<file path="src/rtl/tdc_pkg.sv">
// rtl/tdc_pkg.sv - shared constants and FSM state type for the TDC result scheduler
package tdc_pkg;

   localparam int TDC_DATA_W     = 40;
   localparam int TDC_NUM_CH_MAX = 16;
   localparam int TDC_TAG_W      = 4;

   typedef enum logic [1:0] {
      ST_IDLE      = 2'd0,
      ST_LAUNCH    = 2'd1,
      ST_WAIT_BUSY = 2'd2,
      ST_WAIT_DONE = 2'd3
   } tdc_state_e;

endpackage

</file>
<file path="src/rtl/tdc_rr_pick.sv">
// rtl/tdc_rr_pick.sv - combinational round-robin picker: first request after the last grant
module tdc_rr_pick #(
   parameter int NUM_CH = 4,
   parameter int IDX_W  = $clog2(NUM_CH)
) (
   input  logic [NUM_CH-1:0] req_i,
   input  logic [IDX_W-1:0]  last_i,
   output logic [NUM_CH-1:0] grant_o,
   output logic [IDX_W-1:0]  idx_o,
   output logic              valid_o
);

   logic [IDX_W-1:0] cand;

   // scan from last+1 around the ring; the first requester found wins
   always_comb begin
      grant_o = '0;
      idx_o   = '0;
      valid_o = 1'b0;
      cand    = '0;
      for (int k = 1; k <= NUM_CH; k++) begin
         cand = IDX_W'((int'(last_i) + k) % NUM_CH);
         if (!valid_o && req_i[cand]) begin
            valid_o       = 1'b1;
            grant_o[cand] = 1'b1;
            idx_o         = cand;
         end
      end
   end

endmodule

</file>
<file path="src/rtl/tdc_tx_sched.sv">
// rtl/tdc_tx_sched.sv - per-channel result holding and round-robin UART launch; TDC_TX_SCHED_TAG_EN tags tx_data with the channel
module tdc_tx_sched
   import tdc_pkg::*;
#(
   parameter int NUM_CH = 4,
   parameter int DATA_W = TDC_DATA_W
) (
   input  logic                     clk,
   input  logic                     rst_n,
   input  logic [NUM_CH*DATA_W-1:0] ch_data,
   input  logic [NUM_CH-1:0]        ch_valid,
   output logic [DATA_W-1:0]        tx_data,
   output logic                     tx_valid,
   input  logic                     tx_busy,
   output logic [NUM_CH-1:0]        ch_pending,
   output logic [NUM_CH-1:0]        ch_overflow,
   input  logic                     overflow_clr
);

   localparam int IDX_W = $clog2(NUM_CH);

   tdc_state_e        state_q, state_d;
   logic [DATA_W-1:0] hold_q [NUM_CH];
   logic [NUM_CH-1:0] pending_q, pending_d;
   logic [NUM_CH-1:0] overflow_q, overflow_d;
   logic [IDX_W-1:0]  last_q;
   logic [DATA_W-1:0] tx_data_q, tx_data_d;
   logic              tx_valid_q;
   logic [NUM_CH-1:0] grant_vec;
   logic [IDX_W-1:0]  grant_idx;
   logic              grant_any;
   logic              grant_fire;

   tdc_rr_pick #(
      .NUM_CH (NUM_CH),
      .IDX_W  (IDX_W)
   ) u_pick (
      .req_i   (pending_q),
      .last_i  (last_q),
      .grant_o (grant_vec),
      .idx_o   (grant_idx),
      .valid_o (grant_any)
   );

   // transfer sequencing: grant only from IDLE with the transmitter free, then track its busy pulse
   always_comb begin
      state_d    = state_q;
      grant_fire = 1'b0;
      unique case (state_q)
         ST_IDLE: begin
            if (grant_any && !tx_busy) begin
               grant_fire = 1'b1;
               state_d    = ST_LAUNCH;
            end
         end
         ST_LAUNCH:    state_d = ST_WAIT_BUSY;
         ST_WAIT_BUSY: if (tx_busy)  state_d = ST_WAIT_DONE;
         ST_WAIT_DONE: if (!tx_busy) state_d = ST_IDLE;
         default:      state_d = ST_IDLE;
      endcase
   end

   // pending/overflow bookkeeping; a fresh strobe re-arms pending even on its grant cycle, and a set beats the clear
   always_comb begin
      pending_d  = pending_q;
      overflow_d = overflow_q;
      if (overflow_clr) overflow_d = '0;
      if (grant_fire)   pending_d  = pending_q & ~grant_vec;
      for (int i = 0; i < NUM_CH; i++) begin
         if (ch_valid[i]) begin
            pending_d[i] = 1'b1;
            if (pending_q[i] && !(grant_fire && grant_vec[i])) overflow_d[i] = 1'b1;
         end
      end
   end

   // outgoing payload taken from the granted holding register, optionally tagged with the channel number
   always_comb begin
      tx_data_d = hold_q[grant_idx];
`ifdef TDC_TX_SCHED_TAG_EN
      tx_data_d[DATA_W-1 -: TDC_TAG_W] = TDC_TAG_W'(grant_idx);
`endif
   end

   // FSM state register
   always_ff @(posedge clk or negedge rst_n) begin
      if (!rst_n) state_q <= ST_IDLE;
      else        state_q <= state_d;
   end

   // holding registers always keep the newest result of each channel
   always_ff @(posedge clk or negedge rst_n) begin
      if (!rst_n) begin
         for (int i = 0; i < NUM_CH; i++) hold_q[i] <= '0;
      end else begin
         for (int i = 0; i < NUM_CH; i++)
            if (ch_valid[i]) hold_q[i] <= ch_data[i*DATA_W +: DATA_W];
      end
   end

   // flags, grant pointer and transmitter-side registers
   always_ff @(posedge clk or negedge rst_n) begin
      if (!rst_n) begin
         pending_q  <= '0;
         overflow_q <= '0;
         last_q     <= IDX_W'(NUM_CH - 1);
         tx_data_q  <= '0;
         tx_valid_q <= 1'b0;
      end else begin
         pending_q  <= pending_d;
         overflow_q <= overflow_d;
         tx_valid_q <= grant_fire;
         if (grant_fire) begin
            last_q    <= grant_idx;
            tx_data_q <= tx_data_d;
         end
      end
   end

   assign tx_data     = tx_data_q;
   assign tx_valid    = tx_valid_q;
   assign ch_pending  = pending_q;
   assign ch_overflow = overflow_q;

endmodule
</file>
<file path="config.mk">
export PLATFORM = sky130hd
export DESIGN_NAME = tdc_tx_sched
export DESIGN_NICKNAME = d
export VERILOG_FILES = /design/src/rtl/tdc_pkg.sv /design/src/rtl/tdc_rr_pick.sv /design/src/rtl/tdc_tx_sched.sv
export SDC_FILE = /design/constraint.sdc
export NUM_CORES = 1
export LEC_CHECK = 0
export CAP_MARGIN = 15
export CORE_MARGIN = 3
export CORE_UTILIZATION = 35
export CTS_CLUSTER_DIAMETER = 40
export DETAILED_ROUTE_END_ITERATION = 10
export GPL_ROUTABILITY_DRIVEN = 0
export GPL_TIMING_DRIVEN = 1
export MAX_ROUTING_LAYER = met4
export PLACE_DENSITY = 0.64
export SLEW_MARGIN = 20
export SYNTH_ARGS = -nofsm -noshare
export SYNTH_HDL_FRONTEND = slang
export SYNTH_SLANG_ARGS = --single-unit
</file>
<file path="constraint.sdc">
create_clock -name clk -period 3.9 [get_ports clk]
set_input_delay 0.78 -clock clk [delete_from_list [all_inputs] [get_ports clk]]
set_output_delay 0.78 -clock clk [all_outputs]
set_load 0.1 [all_outputs]
</file>
==> metrics.txt, run 1 <==
# TYPE chip_impl_metric gauge
chip_impl_info{name="status",value="completed"} 1
chip_impl_metric{name="setup.reg_to_reg.worst_slack",unit="ns"} 0.25
chip_impl_metric{name="floorplan.rows",unit=""} 59
chip_impl_metric{name="start_util",unit="%"} 35.8
chip_impl_metric{name="fp.dieH",unit="um"} 170
chip_impl_metric{name="syn-cell-area",unit="um^2"} 9370
chip_impl_metric{name="postSynthRegisterBits",unit=""} 213
chip_impl_metric{name="netlist.area_leader.share",unit="%"} 56.3
chip_impl_metric{name="global_route_overflow",unit=""} 0
chip_impl_metric{name="die-area",unit="um^2"} 28800
chip_impl_metric{name="vias",unit=""} 6405
chip_impl_metric{name="hold_viol_final",unit=""} 0
chip_impl_metric{name="power.leakage",unit="nW"} 5.59
chip_impl_metric{name="number_of_antenna_violations_at_the_first_check_in_global_routing",unit=""} 1
chip_impl_metric{name="ir_worst_vdd",unit="uV"} 653
chip_impl_metric{name="postSynth.asyncResetShare",unit="%"} 100
chip_impl_metric{name="gr-usage-met2",unit="%"} 27.3
chip_impl_metric{name="flow.area_growth_from_synthesis",unit="%"} 38.7
chip_impl_metric{name="clkSlewWorstSetupHoldPaths",unit="ns"} 0.05
chip_impl_metric{name="postLayoutSetupSlackWorst",unit="ns"} 0.249
chip_impl_info{name="commonest_cells_post_synth",value="sky130_fd_sc_hd__dfrtp_1 (211), sky130_fd_sc_hd__mux2_2 (160), sky130_fd_sc_hd__mux2i_1 (84), sky130_fd_sc_hd__nand2_1 (47), sky130_fd_sc_hd__o221ai_1 (39)"} 1
chip_impl_metric{name="finalSetupViolations",unit=""} 0
chip_impl_metric{name="antenna_violating_nets_post_route",unit=""} 0
chip_impl_info{name="critical_path_endpoint_category",value="flop"} 1
chip_impl_metric{name="timing.slew.headroom",unit="%"} 27.8
chip_impl_info{name="path_class",value="flop to flop"} 1
chip_impl_metric{name="avgRoutedWirePerCell",unit="um"} 19.9
chip_impl_metric{name="number_of_nets_in_the_layout",unit=""} 1068
chip_impl_info{name="grt_setup_unrepaired",value="false"} 1
chip_impl_info{name="hold_path_class",value="input port to asynchronous set/reset pin"} 1
chip_impl_metric{name="ctsHoldBuffers",unit=""} 0
chip_impl_metric{name="post_cts_resize_count",unit=""} 0
chip_impl_metric{name="firstDrtPassIters",unit=""} 4
chip_impl_metric{name="post-route-period-util",unit="%"} 93.6
chip_impl_metric{name="pwr_density",unit="nW/um^2"} 781
chip_impl_metric{name="grt_pass1_wl",unit="mm"} 38.8
chip_impl_metric{name="grt_max_degree",unit=""} 93
chip_impl_info{name="critPathLaunchType",value="flop"} 1
chip_impl_metric{name="seq_area_frac_synth",unit="%"} 56.9
chip_impl_info{name="yosysMostFrequentCell",value="sky130_fd_sc_hd__dfrtp_1"} 1
chip_impl_metric{name="multi_input_logic_area",unit="um^2"} 3770
chip_impl_metric{name="fillerInstances",unit=""} 2278
chip_impl_metric{name="share_of_layout_cells_above_drive_strength_1",unit="%"} 27.2
chip_impl_metric{name="grtUsageMet3",unit="%"} 3.03
chip_impl_metric{name="drv.max_cap_violation_count",unit=""} 0
chip_impl_metric{name="count_of_flip_flops_with_a_built_in_enable_after_synthesis",unit=""} 0
chip_impl_metric{name="port_buffers",unit=""} 216
chip_impl_metric{name="groute.usage.overall",unit="%"} 17.8
chip_impl_metric{name="worst_pin_slew",unit="ns"} 1.08
chip_impl_metric{name="design_power_total",unit="mW"} 10.1
chip_impl_metric{name="hold_ws",unit="ns"} 0.253
chip_impl_info{name="post-synth-top-area-cell",value="sky130_fd_sc_hd__dfrtp_1"} 1
chip_impl_metric{name="grt_pass1_vias",unit=""} 6780
chip_impl_info{name="clock_tree_root_driver_cell",value="sky130_fd_sc_hd__clkbuf_16"} 1
chip_impl_metric{name="avgViaCountPerCell",unit=""} 5.14
chip_impl_metric{name="remaining_drc_errors",unit=""} 0
chip_impl_metric{name="maxClockFrequency",unit="MHz"} 274
chip_impl_info{name="synth_area_leaders",value="sky130_fd_sc_hd__dfrtp_1 (56%), sky130_fd_sc_hd__mux2_2 (19%), sky130_fd_sc_hd__mux2i_1 (9.0%)"} 1
chip_impl_metric{name="detailed_place_hpwl",unit="mm"} 16.0
chip_impl_metric{name="sink_count_of_the_clock_tree",unit=""} 213
chip_impl_metric{name="timing.final.max_slew_violations",unit=""} 0
chip_impl_metric{name="largest_buffer_count_on_any_clock_path",unit=""} 3
chip_impl_metric{name="synthesis.instances",unit=""} 671
chip_impl_metric{name="placement.setup.worst_slack",unit="ns"} 0.220
chip_impl_metric{name="post-cts-setup-buffer-count",unit=""} 0
chip_impl_metric{name="critical_path_peak_fanout",unit=""} 41
chip_impl_metric{name="syn_nets",unit=""} 850
chip_impl_info{name="grt_busiest_layer",value="met2"} 1
chip_impl_metric{name="cp_data_arrival_time",unit="ns"} 4.04
chip_impl_metric{name="worst_ep_required_time",unit="ns"} 4.29
chip_impl_metric{name="yosysWarningCount",unit=""} 0
chip_impl_metric{name="sequential_cell_area",unit="um^2"} 5330
chip_impl_metric{name="avgSynthCellArea",unit="um^2"} 14.0
chip_impl_info{name="tritoncts",value="yes"} 1
chip_impl_metric{name="cts.htree.levels",unit=""} 2
chip_impl_metric{name="pin_count",unit=""} 217
chip_impl_metric{name="timing.setup.tns",unit="ns"} 0
chip_impl_metric{name="floorplan_die_width",unit="um"} 170
chip_impl_metric{name="cts_made_buffers",unit=""} 35
chip_impl_metric{name="core_area",unit="um^2"} 26200
chip_impl_metric{name="ff2ff_path_depth",unit=""} 6
chip_impl_metric{name="postRouteWirelength",unit="mm"} 24.8
chip_impl_metric{name="gr-usage-met1",unit="%"} 24.3
chip_impl_metric{name="period_minus_slack",unit="ns"} 3.65
chip_impl_metric{name="fin_cells",unit=""} 1247
chip_impl_info{name="ys.flop_type",value="sky130_fd_sc_hd__dfrtp_1"} 1
chip_impl_metric{name="drt_first_iter_violations",unit=""} 437
chip_impl_metric{name="timing.clock.skew",unit="ns"} 0.0197
chip_impl_metric{name="synth.distinct_cells",unit=""} 39
chip_impl_metric{name="clock_latency",unit="ns"} 0.50
chip_impl_metric{name="placedCellCount",unit=""} 1187
[cell type report]
cell class / instances / area share (%)
antenna: 1 / 0.0193
clock buffer: 45 / 7.49
clock inverter: 14 / 1.33
inverter: 14 / 0.404
multi-input combinational: 396 / 29.0
sequential: 213 / 41.0
tap: 335 / 3.22
timing repair buffer: 229 / 17.5
[final timing paths]
| path | startpoint | to |
|---|---|---|
| min reg2reg | tx_data[0] | tx_data[0] |
| max reg2reg | last_q[0] | tx_data[14] |
| max in group asynchronous | rst_n | hold_q[118] |
| min in group clk | tx_data[0] | tx_data[0] |
| min | rst_n | hold_q[83] |
| max | last_q[0] | tx_data[14] |
[per-stage QoR]
stage,area [um^2],utilization [%]
3_3_place_gp,11800,45.2
4_1_cts,13000,49.6
3_5_place_dp,11800,45.2
2_1_floorplan,9370,-
5_1_grt,13000,49.6
6_report,13000,49.6
[layer usage]
metal | vias to the layer above | share of wire (%)
li1 | 2913 | -
met1 | 3254 | 46
met2 | 198 | 47
met3 | 40 | 4.7
met4 | 0 | 2.1
met5 | - | 0
[sequential cells by signal, indices dropped and copies added (netlist names)]
| name | count |
|---|---|
| ch_overflow | 4 |
| ch_pending | 4 |
| hold_q | 160 |
| last_q | 2 |
| state_q | 2 |
| tx_data | 40 |
| tx_valid | 1 |
[report_power, final]
group          switching [mW]  internal, mW  total [mW]
combinational            2.81          1.39        4.20
clock                    1.04          1.96        3.00
sequential              0.304          2.64        2.94
[critical path, cell delays in order, from the launching register on]
cell and delay, ns:
sky130_fd_sc_hd__dfstp_2 0.75, sky130_fd_sc_hd__inv_1 0.21, sky130_fd_sc_hd__ha_1 0.47, sky130_fd_sc_hd__mux4_2 0.42, sky130_fd_sc_hd__o311a_1 0.41, sky130_fd_sc_hd__or3_2 0.90, sky130_fd_sc_hd__o221ai_1 0.39
[cells by family (layout without fill, tap and decap cells)]
logic type	after synthesis	count (layout)	synth area share, %
other	0	1	0
xor gates and xnor gates	1	1	0.0935
AOI/OAI and AO/OA	73	73	6.48
adders and majority gates	11	11	1.47
and+or+nand+nor	64	64	3.02
buffers and inverters	62	302	3.12
muxes	247	247	28.9
DFF	213	213	56.9
[placed cells by master, fill, tap and decap left out, drive strengths merged, types with 2 or more instances in the layout]
| cell type | netlist | routed |
|---|---|---|
| dfrtp | 211 | 211 |
| clkdlybuf4s50 | 0 | 211 |
| mux2 | 160 | 160 |
| mux2i | 84 | 84 |
| nand2 | 47 | 47 |
| clkbuf | 29 | 45 |
| o221ai | 40 | 40 |
| buf | 19 | 18 |
| inv | 14 | 17 |
| ha | 11 | 11 |
| o21ai | 10 | 10 |
| clkinv | 0 | 6 |
| o22ai | 5 | 5 |
| nor2 | 5 | 5 |
| a222oi | 4 | 4 |
| a21oi | 4 | 4 |
| o21bai | 4 | 4 |
| mux4 | 3 | 3 |
| bufinv | 0 | 3 |
| nand3b | 2 | 2 |
| nor3 | 2 | 2 |
| clkinvlp | 0 | 2 |
| dfstp | 2 | 2 |
| nor2b | 2 | 2 |
| or3b | 2 | 2 |
| a2111oi | 2 | 2 |
No activity file was read; power rests on OpenSTA's default activity.
==> run 2: changes to the inputs <==
- SYNTH_HIERARCHICAL: unset -> 1
==> run 2 against run 1 <==
Against the previous run:
- synthesized area increased by 4.2%
- clock-buffer cell count up 5
- critical endpoint is now tx_data[39]
- clock skew is 0.0039 ns lower
- global-route usage fell by 0.95 points
- worst hold slack better by 0.098 ns
- sequential power barely moved
- cell area grew 4.8%
- setup slack better by 0.21 ns
==> metrics.txt, run 2 <==
# TYPE chip_impl_metric gauge
chip_impl_info{name="status",value="completed"} 1
chip_impl_metric{name="hold_viol_final",unit=""} 0
chip_impl_metric{name="grtUsageMet3",unit="%"} 4.26
chip_impl_metric{name="fin_cells",unit=""} 1238
chip_impl_metric{name="placedCellCount",unit=""} 1169
chip_impl_metric{name="switching_share",unit="%"} 38.8
chip_impl_metric{name="start_util",unit="%"} 35.9
chip_impl_metric{name="pwr_density",unit="nW/um^2"} 843
chip_impl_metric{name="pwr-share-clk",unit="%"} 29.2
chip_impl_info{name="ys.flop_type",value="sky130_fd_sc_hd__dfrtp_1"} 1
chip_impl_metric{name="flow.area_growth_from_synthesis",unit="%"} 39.5
chip_impl_metric{name="seq_area_frac_synth",unit="%"} 54.6
chip_impl_metric{name="timing.setup.tns",unit="ns"} 0
chip_impl_metric{name="syn-cell-area",unit="um^2"} 9760
chip_impl_info{name="clock_tree_root_driver_cell",value="sky130_fd_sc_hd__clkbuf_16"} 1
chip_impl_metric{name="cp_data_arrival_time",unit="ns"} 3.83
chip_impl_info{name="worstReg2RegEnd",value="tx_data[39]"} 1
chip_impl_metric{name="gr-usage-met1",unit="%"} 21.4
chip_impl_metric{name="netlist.area_leader.share",unit="%"} 54.1
chip_impl_metric{name="avgViaCountPerCell",unit=""} 4.92
chip_impl_info{name="commonest_cells_post_synth",value="sky130_fd_sc_hd__dfrtp_1 (211), sky130_fd_sc_hd__mux2_2 (164), sky130_fd_sc_hd__mux4_2 (41), sky130_fd_sc_hd__mux2_4 (39), sky130_fd_sc_hd__buf_2 (20)"} 1
chip_impl_info{name="commonest_cells_after_routing_fill_and_taps_aside",value="sky130_fd_sc_hd__dfrtp_1 (211), sky130_fd_sc_hd__clkdlybuf4s50_1 (211), sky130_fd_sc_hd__mux2_2 (164)"} 1
chip_impl_info{name="regMostFlops",value="hold_q"} 1
chip_impl_metric{name="sequential_share_of_power",unit="%"} 25.6
chip_impl_metric{name="timing.slew.headroom",unit="%"} 31.3
chip_impl_metric{name="syn_nets",unit=""} 789
chip_impl_metric{name="post-cts-setup-buffer-count",unit=""} 0
chip_impl_metric{name="critical_path_depth",unit=""} 9
chip_impl_metric{name="sink_count_of_the_clock_tree",unit=""} 213
chip_impl_metric{name="synthesis.instances",unit=""} 609
chip_impl_metric{name="yosysWarningCount",unit=""} 6
chip_impl_metric{name="setup.reg_to_reg.worst_slack",unit="ns"} 0.46
chip_impl_metric{name="clock_latency",unit="ns"} 0.50
chip_impl_metric{name="largest_register_ffs",unit=""} 160
chip_impl_metric{name="pin_count",unit=""} 217
chip_impl_metric{name="avgRoutedWirePerCell",unit="um"} 19.6
chip_impl_metric{name="finalSetupViolations",unit=""} 0
chip_impl_metric{name="antenna_violating_nets_post_route",unit=""} 0
chip_impl_metric{name="worst_ep_required_time",unit="ns"} 4.29
chip_impl_metric{name="postSynthRegisterBits",unit=""} 213
chip_impl_metric{name="fp.dieH",unit="um"} 173
chip_impl_info{name="worstPathCellList",value="inv_1 > ha_1 > a21oi_1 > a211oi_1 > a311o_1 > a221oi_4 > buf_12 > mux4_1 > mux2_2"} 1
chip_impl_metric{name="critical_path_peak_fanout",unit=""} 23
chip_impl_metric{name="groute.usage.overall",unit="%"} 16.8
chip_impl_metric{name="post_cts_resize_count",unit=""} 0
chip_impl_metric{name="timing.clock.skew",unit="ns"} 0.0159
chip_impl_metric{name="vias",unit=""} 6089
chip_impl_metric{name="avgSynthCellArea",unit="um^2"} 16.0
chip_impl_info{name="worstReg2RegStart",value="last_q[1]"} 1
chip_impl_info{name="critical-path-slowest-cell",value="sky130_fd_sc_hd__dfstp_2"} 1
chip_impl_info{name="synth_area_leaders",value="sky130_fd_sc_hd__dfrtp_1 (54%), sky130_fd_sc_hd__mux2_2 (19%), sky130_fd_sc_hd__mux4_2 (9.5%)"} 1
chip_impl_info{name="crit_family",value="compound AO/OA/AOI/OAI gates"} 1
chip_impl_metric{name="ir_worst_vdd",unit="uV"} 411
chip_impl_metric{name="post-route-period-util",unit="%"} 88.2
chip_impl_info{name="critical_path_endpoint_category",value="flop"} 1
chip_impl_info{name="critPathCapture",value="tx_data[39]"} 1
chip_impl_info{name="tritoncts",value="yes"} 1
chip_impl_metric{name="floorplan_die_width",unit="um"} 173
chip_impl_metric{name="postLayoutSetupSlackWorst",unit="ns"} 0.460
chip_impl_metric{name="grt_pass1_vias",unit=""} 6772
chip_impl_metric{name="period_minus_slack",unit="ns"} 3.44
chip_impl_metric{name="fin_util",unit="%"} 50.1
chip_impl_metric{name="postSynth.asyncResetShare",unit="%"} 100
chip_impl_metric{name="ff2ff_path_depth",unit=""} 9
chip_impl_info{name="hold_path_class",value="input port to asynchronous set/reset pin"} 1
chip_impl_info{name="setup.worst_path.start",value="last_q[1]"} 1
chip_impl_metric{name="placedInstanceArea",unit="um^2"} 12300
chip_impl_metric{name="grt_max_degree",unit=""} 111
chip_impl_metric{name="worst_pin_slew",unit="ns"} 1.03
chip_impl_metric{name="core_area",unit="um^2"} 27200
chip_impl_metric{name="internal_power",unit="mW"} 7.02
chip_impl_metric{name="global_route_overflow",unit=""} 0
chip_impl_metric{name="postRouteWirelength",unit="mm"} 24.3
chip_impl_info{name="grt_setup_unrepaired",value="false"} 1
chip_impl_info{name="post-synth-top-area-cell",value="sky130_fd_sc_hd__dfrtp_1"} 1
chip_impl_metric{name="timing.critical_path.slowest_cell_delay",unit="ns"} 0.63
chip_impl_metric{name="count_of_flip_flops_with_a_built_in_enable_after_synthesis",unit=""} 0
chip_impl_metric{name="clkSlewWorstSetupHoldPaths",unit="ns"} 0.05
chip_impl_info{name="critPathLaunchType",value="flop"} 1
chip_impl_metric{name="die-area",unit="um^2"} 29900
chip_impl_metric{name="design_area",unit="um^2"} 13600
chip_impl_metric{name="floorplan.rows",unit=""} 60
chip_impl_metric{name="gr-usage-met2",unit="%"} 27.1
chip_impl_metric{name="multi_input_logic_area",unit="um^2"} 4130
chip_impl_metric{name="timing.final.max_slew_violations",unit=""} 0
chip_impl_info{name="path_class",value="flop to flop"} 1
chip_impl_metric{name="cts_made_buffers",unit=""} 38
chip_impl_metric{name="power_frac_comb",unit="%"} 45.2
chip_impl_metric{name="antennaDiodeCount",unit=""} 0
chip_impl_metric{name="number_of_antenna_violations_at_the_first_check_in_global_routing",unit=""} 0
chip_impl_metric{name="fillerInstances",unit=""} 2367
chip_impl_metric{name="design_power_total",unit="mW"} 11.5
chip_impl_metric{name="sequential_cell_area",unit="um^2"} 5330
chip_impl_metric{name="placement.setup.worst_slack",unit="ns"} 0.436
chip_impl_metric{name="critical_path.n_buffers_inverters",unit=""} 2
chip_impl_metric{name="largest_buffer_count_on_any_clock_path",unit=""} 3
chip_impl_metric{name="number_of_nets_in_the_layout",unit=""} 1017
chip_impl_metric{name="firstDrtPassIters",unit=""} 4
chip_impl_metric{name="detailed_place_hpwl",unit="mm"} 15.7
chip_impl_metric{name="switchingPower",unit="mW"} 4.45
chip_impl_metric{name="maxClockFrequency",unit="MHz"} 291
chip_impl_metric{name="cts.htree.levels",unit=""} 2
chip_impl_metric{name="hold_ws",unit="ns"} 0.351
chip_impl_metric{name="grt_pass1_wl",unit="mm"} 38.7
chip_impl_metric{name="power.leakage",unit="nW"} 5.60
chip_impl_metric{name="drv.max_cap_violation_count",unit=""} 0
chip_impl_metric{name="drt_first_iter_violations",unit=""} 199
chip_impl_metric{name="synth.distinct_cells",unit=""} 43
chip_impl_metric{name="remaining_drc_errors",unit=""} 0
chip_impl_metric{name="ctsHoldBuffers",unit=""} 0
chip_impl_info{name="grt_busiest_layer",value="met2"} 1
chip_impl_metric{name="share_of_layout_cells_above_drive_strength_1",unit="%"} 38.7
chip_impl_info{name="yosysMostFrequentCell",value="sky130_fd_sc_hd__dfrtp_1"} 1
chip_impl_metric{name="port_buffers",unit=""} 216
-- run 2: cell count changes after synthesis, moves of 5 or more --
cell / before / now
sky130_fd_sc_hd__clkbuf_1: 29 / 10
sky130_fd_sc_hd__nand2_1: 47 / 12
sky130_fd_sc_hd__o21ai_0: 9 / 2
sky130_fd_sc_hd__mux2i_1: 84 / 4
sky130_fd_sc_hd__a31oi_1: 0 / 5
sky130_fd_sc_hd__mux2_4: 0 / 39
sky130_fd_sc_hd__nand4_1: 0 / 6
sky130_fd_sc_hd__buf_2: 12 / 20
sky130_fd_sc_hd__o221ai_1: 39 / 1
sky130_fd_sc_hd__mux4_2: 3 / 41
-- run 2: routing by layer --
layer	share of wire, %	wire length (um)	vias up
li1	-	-	2748
met1	44	10600	3136
met2	49	11800	175
met3	6.1	1480	30
met4	1.5	365	0
met5	0	0	-
-- run 2: final cells by class --
| class | count | share of cell area [%] |
|---|---|---|
| Clock buffer | 50 | 7.99 |
| Clock inverter | 19 | 1.69 |
| Inverter | 12 | 0.331 |
| Multi-Input combinational cell | 341 | 30.4 |
| Sequential cell | 213 | 39.2 |
| Tap cell | 372 | 3.42 |
| Timing Repair Buffer | 231 | 17.1 |
-- run 2: cell families (layout without fill, tap and decap cells) --
kind of cell | after synthesis | in the layout | share of synthesized area [%]
AO/OA/AOI/OAI | 41 | 41 | 3.28
buffers and inverters | 55 | 312 | 3.38
multiplexers | 249 | 249 | 35.1
flip-flops | 213 | 213 | 54.6
adder cells (fa/ha/maj) | 12 | 12 | 1.54
AND/OR/NAND/NOR | 39 | 39 | 2.11
-- run 2: power groups by stage --
stage	logic, mW	clock network (mW)	registers [mW]
after floorplan	2.44	0	4.57
after global placement	5.20	0	2.97
after detailed placement	5.26	0	2.97
after CTS	5.26	3.44	2.94
after global routing	5.48	3.54	3.00
final	5.19	3.35	2.94
-- run 2: worst min path at each step --
stage | startpoint | to | slack (ns) | depth (start not counted)
2_1_floorplan | hold_q[119] | hold_q[119] | 0.47 | 1
3_3_place_gp | ch_overflow[0] | ch_overflow[0] | 0.47 | 1
3_5_place_dp | ch_overflow[0] | ch_overflow[0] | 0.48 | 1
6_report | rst_n | hold_q[47] | 0.35 | 1
4_1_cts | rst_n | hold_q[47] | 0.38 | 1
5_1_grt | rst_n | hold_q[7] | 0.42 | 1
-- run 2: worst register-to-register path, delay by kind of cell (launching register included) --
kind            cells  cell delay [ns]
compound gates      4             0.98
mux                 2             0.87
flops               1             0.63
buf+inv             2             0.44
fa+ha+maj           1             0.44
==> RTL edit: new RTL, config.mk and constraints of run 1 <==
Take the reset off `pending_q` and load it in a clocked block of its own.
--- a/src/rtl/tdc_tx_sched.sv
+++ b/src/rtl/tdc_tx_sched.sv
@@ -102,5 +102,4 @@
    always_ff @(posedge clk or negedge rst_n) begin
       if (!rst_n) begin
-         pending_q  <= '0;
          overflow_q <= '0;
          last_q     <= IDX_W'(NUM_CH - 1);
@@ -108,5 +107,4 @@
          tx_valid_q <= 1'b0;
       end else begin
-         pending_q  <= pending_d;
          overflow_q <= overflow_d;
          tx_valid_q <= grant_fire;
@@ -118,4 +116,8 @@
    end
 
+   always_ff @(posedge clk) begin
+      pending_q <= pending_d;
+   end
+
    assign tx_data     = tx_data_q;
    assign tx_valid    = tx_valid_q;
Behaviour: not the same (Yosys sat finds a counterexample within 4 cycles, from zero or initial values and one cycle with rst_n low).
==> RTL edit against run 1 <==
Utilization decreased by 0.20 points; sequential power about the same; via count fell by 1.5%; setup slack improved by 0.15 ns; first-iteration DRC count fell by 40%; clock skew fell by 0.0078 ns; sequential cell count unchanged; power increased by 3.4%; area after synthesis up 2.9%; routed wire length barely moved; cell area up 2.7%; combinational power is 5.5% higher; largest power group unchanged.
==> RTL edit: results (changes against run 1) <==
* Worst skew pair latency at 0.49 ns
* Share of cells above drive strength 1 at 32.14% (+4.9 points)
* Diodes inserted at 0 (-1)
* Delay-heaviest family, CP: multiplexers
* FF-to-FF setup slack at 0.40 ns (+0.15 ns)
* Leak Pwr at 5.695 nW (+1.9%)
* CP Max Fanout at 22 (-46%)
* Relative slew margins at 30.45% (+2.6 points)
* Post-Syn Nets at 852 (+0.24%)
* Async S/R FF share, synth at 98.12% (-1.9 points)
* CTS Buf Count at 36 (+2.9%)
* Fill cell count at 2,347 (+3.0%)
* Port Buf Inserts at 216 (unchanged)
* Vias in the first global route at 6,794 (+0.21%)
* Crit path DAT at 3.85 ns (-0.19 ns)
* Largest net degree at the start of global routing at 113 (+22%)
* DP HPWL at 16.38 mm (+2.0%)
* Worst Path Class, Setup: flip-flop to flip-flop
* DR iter-0 viols at 263 (-40%)
* WL per Instance at 19.70 um (-1.0%)
* DRT Pass-1 Iters at 4 (unchanged)
* Synth cell types at 40 (+2.6%)
* Most frequent cells after synthesis: dfrtp_1 (207), mux2_2 (161), mux2i_1 (82)
* H-tree Lvls at 2 (unchanged)
* Peak supply drop at 0.4127 mV (-37%)
* Via density at 5.009 (-2.5%)
* Hold Path Class: input port to asynchronous set/reset pin
* Initial antenna violation count at 0 (-1)
* Ys Warns at 0 (unchanged)
* Total GRT Usage at 17.12% (-0.64 points)
* Outcome: finished, final reports clean
* Synth Flop Type: dfrtp_1
* Post-CTS setup buffers at 0 (unchanged)
* Crit Reg-Reg Endpoint: tx_data[13]
* Max FFs per register at 160 (unchanged)
* Slowest cell on crit path: dfstp_2
* Clock Pin Slew Worst Setup and Hold Paths at 0.05 ns (about the same)
* Setup Skew at 0.01190 ns (-0.007837 ns)
* Worst R2R Path Depth at 9 (+3)
* Most flops, register: hold_q
* Seq/Total Area, Yosys at 55.07% (-1.8 points)
* Leading post-synthesis cells by cell area: dfrtp_1 (54%), mux2_2 (19%), mux2i_1 (8.5%)
* Final nets at 1,073 (+0.47%)
* Clock root cell: clkbuf_16
* Worst Setup SP: last_q[0]
* Crit path largest cell delay at 0.72 ns (-0.18 ns)
* First-pass GRT wire length at 38.45 mm (-1.0%)
* Clock Path Buffers at 3 (unchanged)
* Number of gates resized after CTS at 0 (unchanged)
-- RTL edit: final cells by class --
type,count,area (sq um),share of cell area [%]
Multi-Input combinational cell,396,4015,30.07
Clock inverter,18,214.0,1.603
Inverter,13,48.80,0.3655
Timing Repair Buffer,233,2337,17.51
Sequential cell,213,5313,39.79
Clock buffer,45,996.0,7.460
Tap cell,341,426.7,3.196
-- RTL edit: metal layers --
layer | wire, um | global-route usage (%) | vias to the layer above
li1 | - | - | 2916
met4 | 367 | 4.200 | 0
met3 | 1315 | 3.315 | 37
met5 | 0 | - | -
met1 | 10910 | 22.39 | 3167
met2 | 12200 | 27.71 | 186
-- RTL edit: cell families (layout without fill, tap and decap cells) --
kind of cell	count (synthesis)	in the layout	synth area share, %
mux	246	246	28.00
buf+inv	63	309	3.619
simple gates	69	69	3.268
compound gates	68	68	8.392
xor+xnor	1	1	0.09081
flops	213	213	55.07
fa+ha+maj	12	12	1.556
-- RTL edit: how the worst min path moves through the flow --
| stage | start | endpoint | slack (ns) | cells after the start |
|---|---|---|---|---|
| after global routing | rst_n | hold_q[64] | 0.43 | 1 |
| final | rst_n | hold_q[64] | 0.36 | 1 |
| after global placement | tx_data[14] | tx_data[14] | 0.47 | 2 |
| after CTS | rst_n | hold_q[22] | 0.40 | 1 |
| after floorplan | rst_n | ch_overflow[0] | 0.48 | 0 |
| after detailed placement | tx_data[31] | tx_data[31] | 0.48 | 2 |
-- RTL edit: through the flow --
stage,area [sq um],worst slack [ns],cells
floorplan,9647,0.6212,672
global placement,12140,0.5062,1196
detailed placement,12140,0.4188,1196
CTS,13350,0.3831,1259
global route,13350,0.1514,1259
finish,13350,0.4045,1259
-- RTL edit: power breakdown --
part / switching, mW / internal [mW]
clock: 1.11 / 2.03
combinational: 2.90 / 1.53
sequential: 0.295 / 2.63
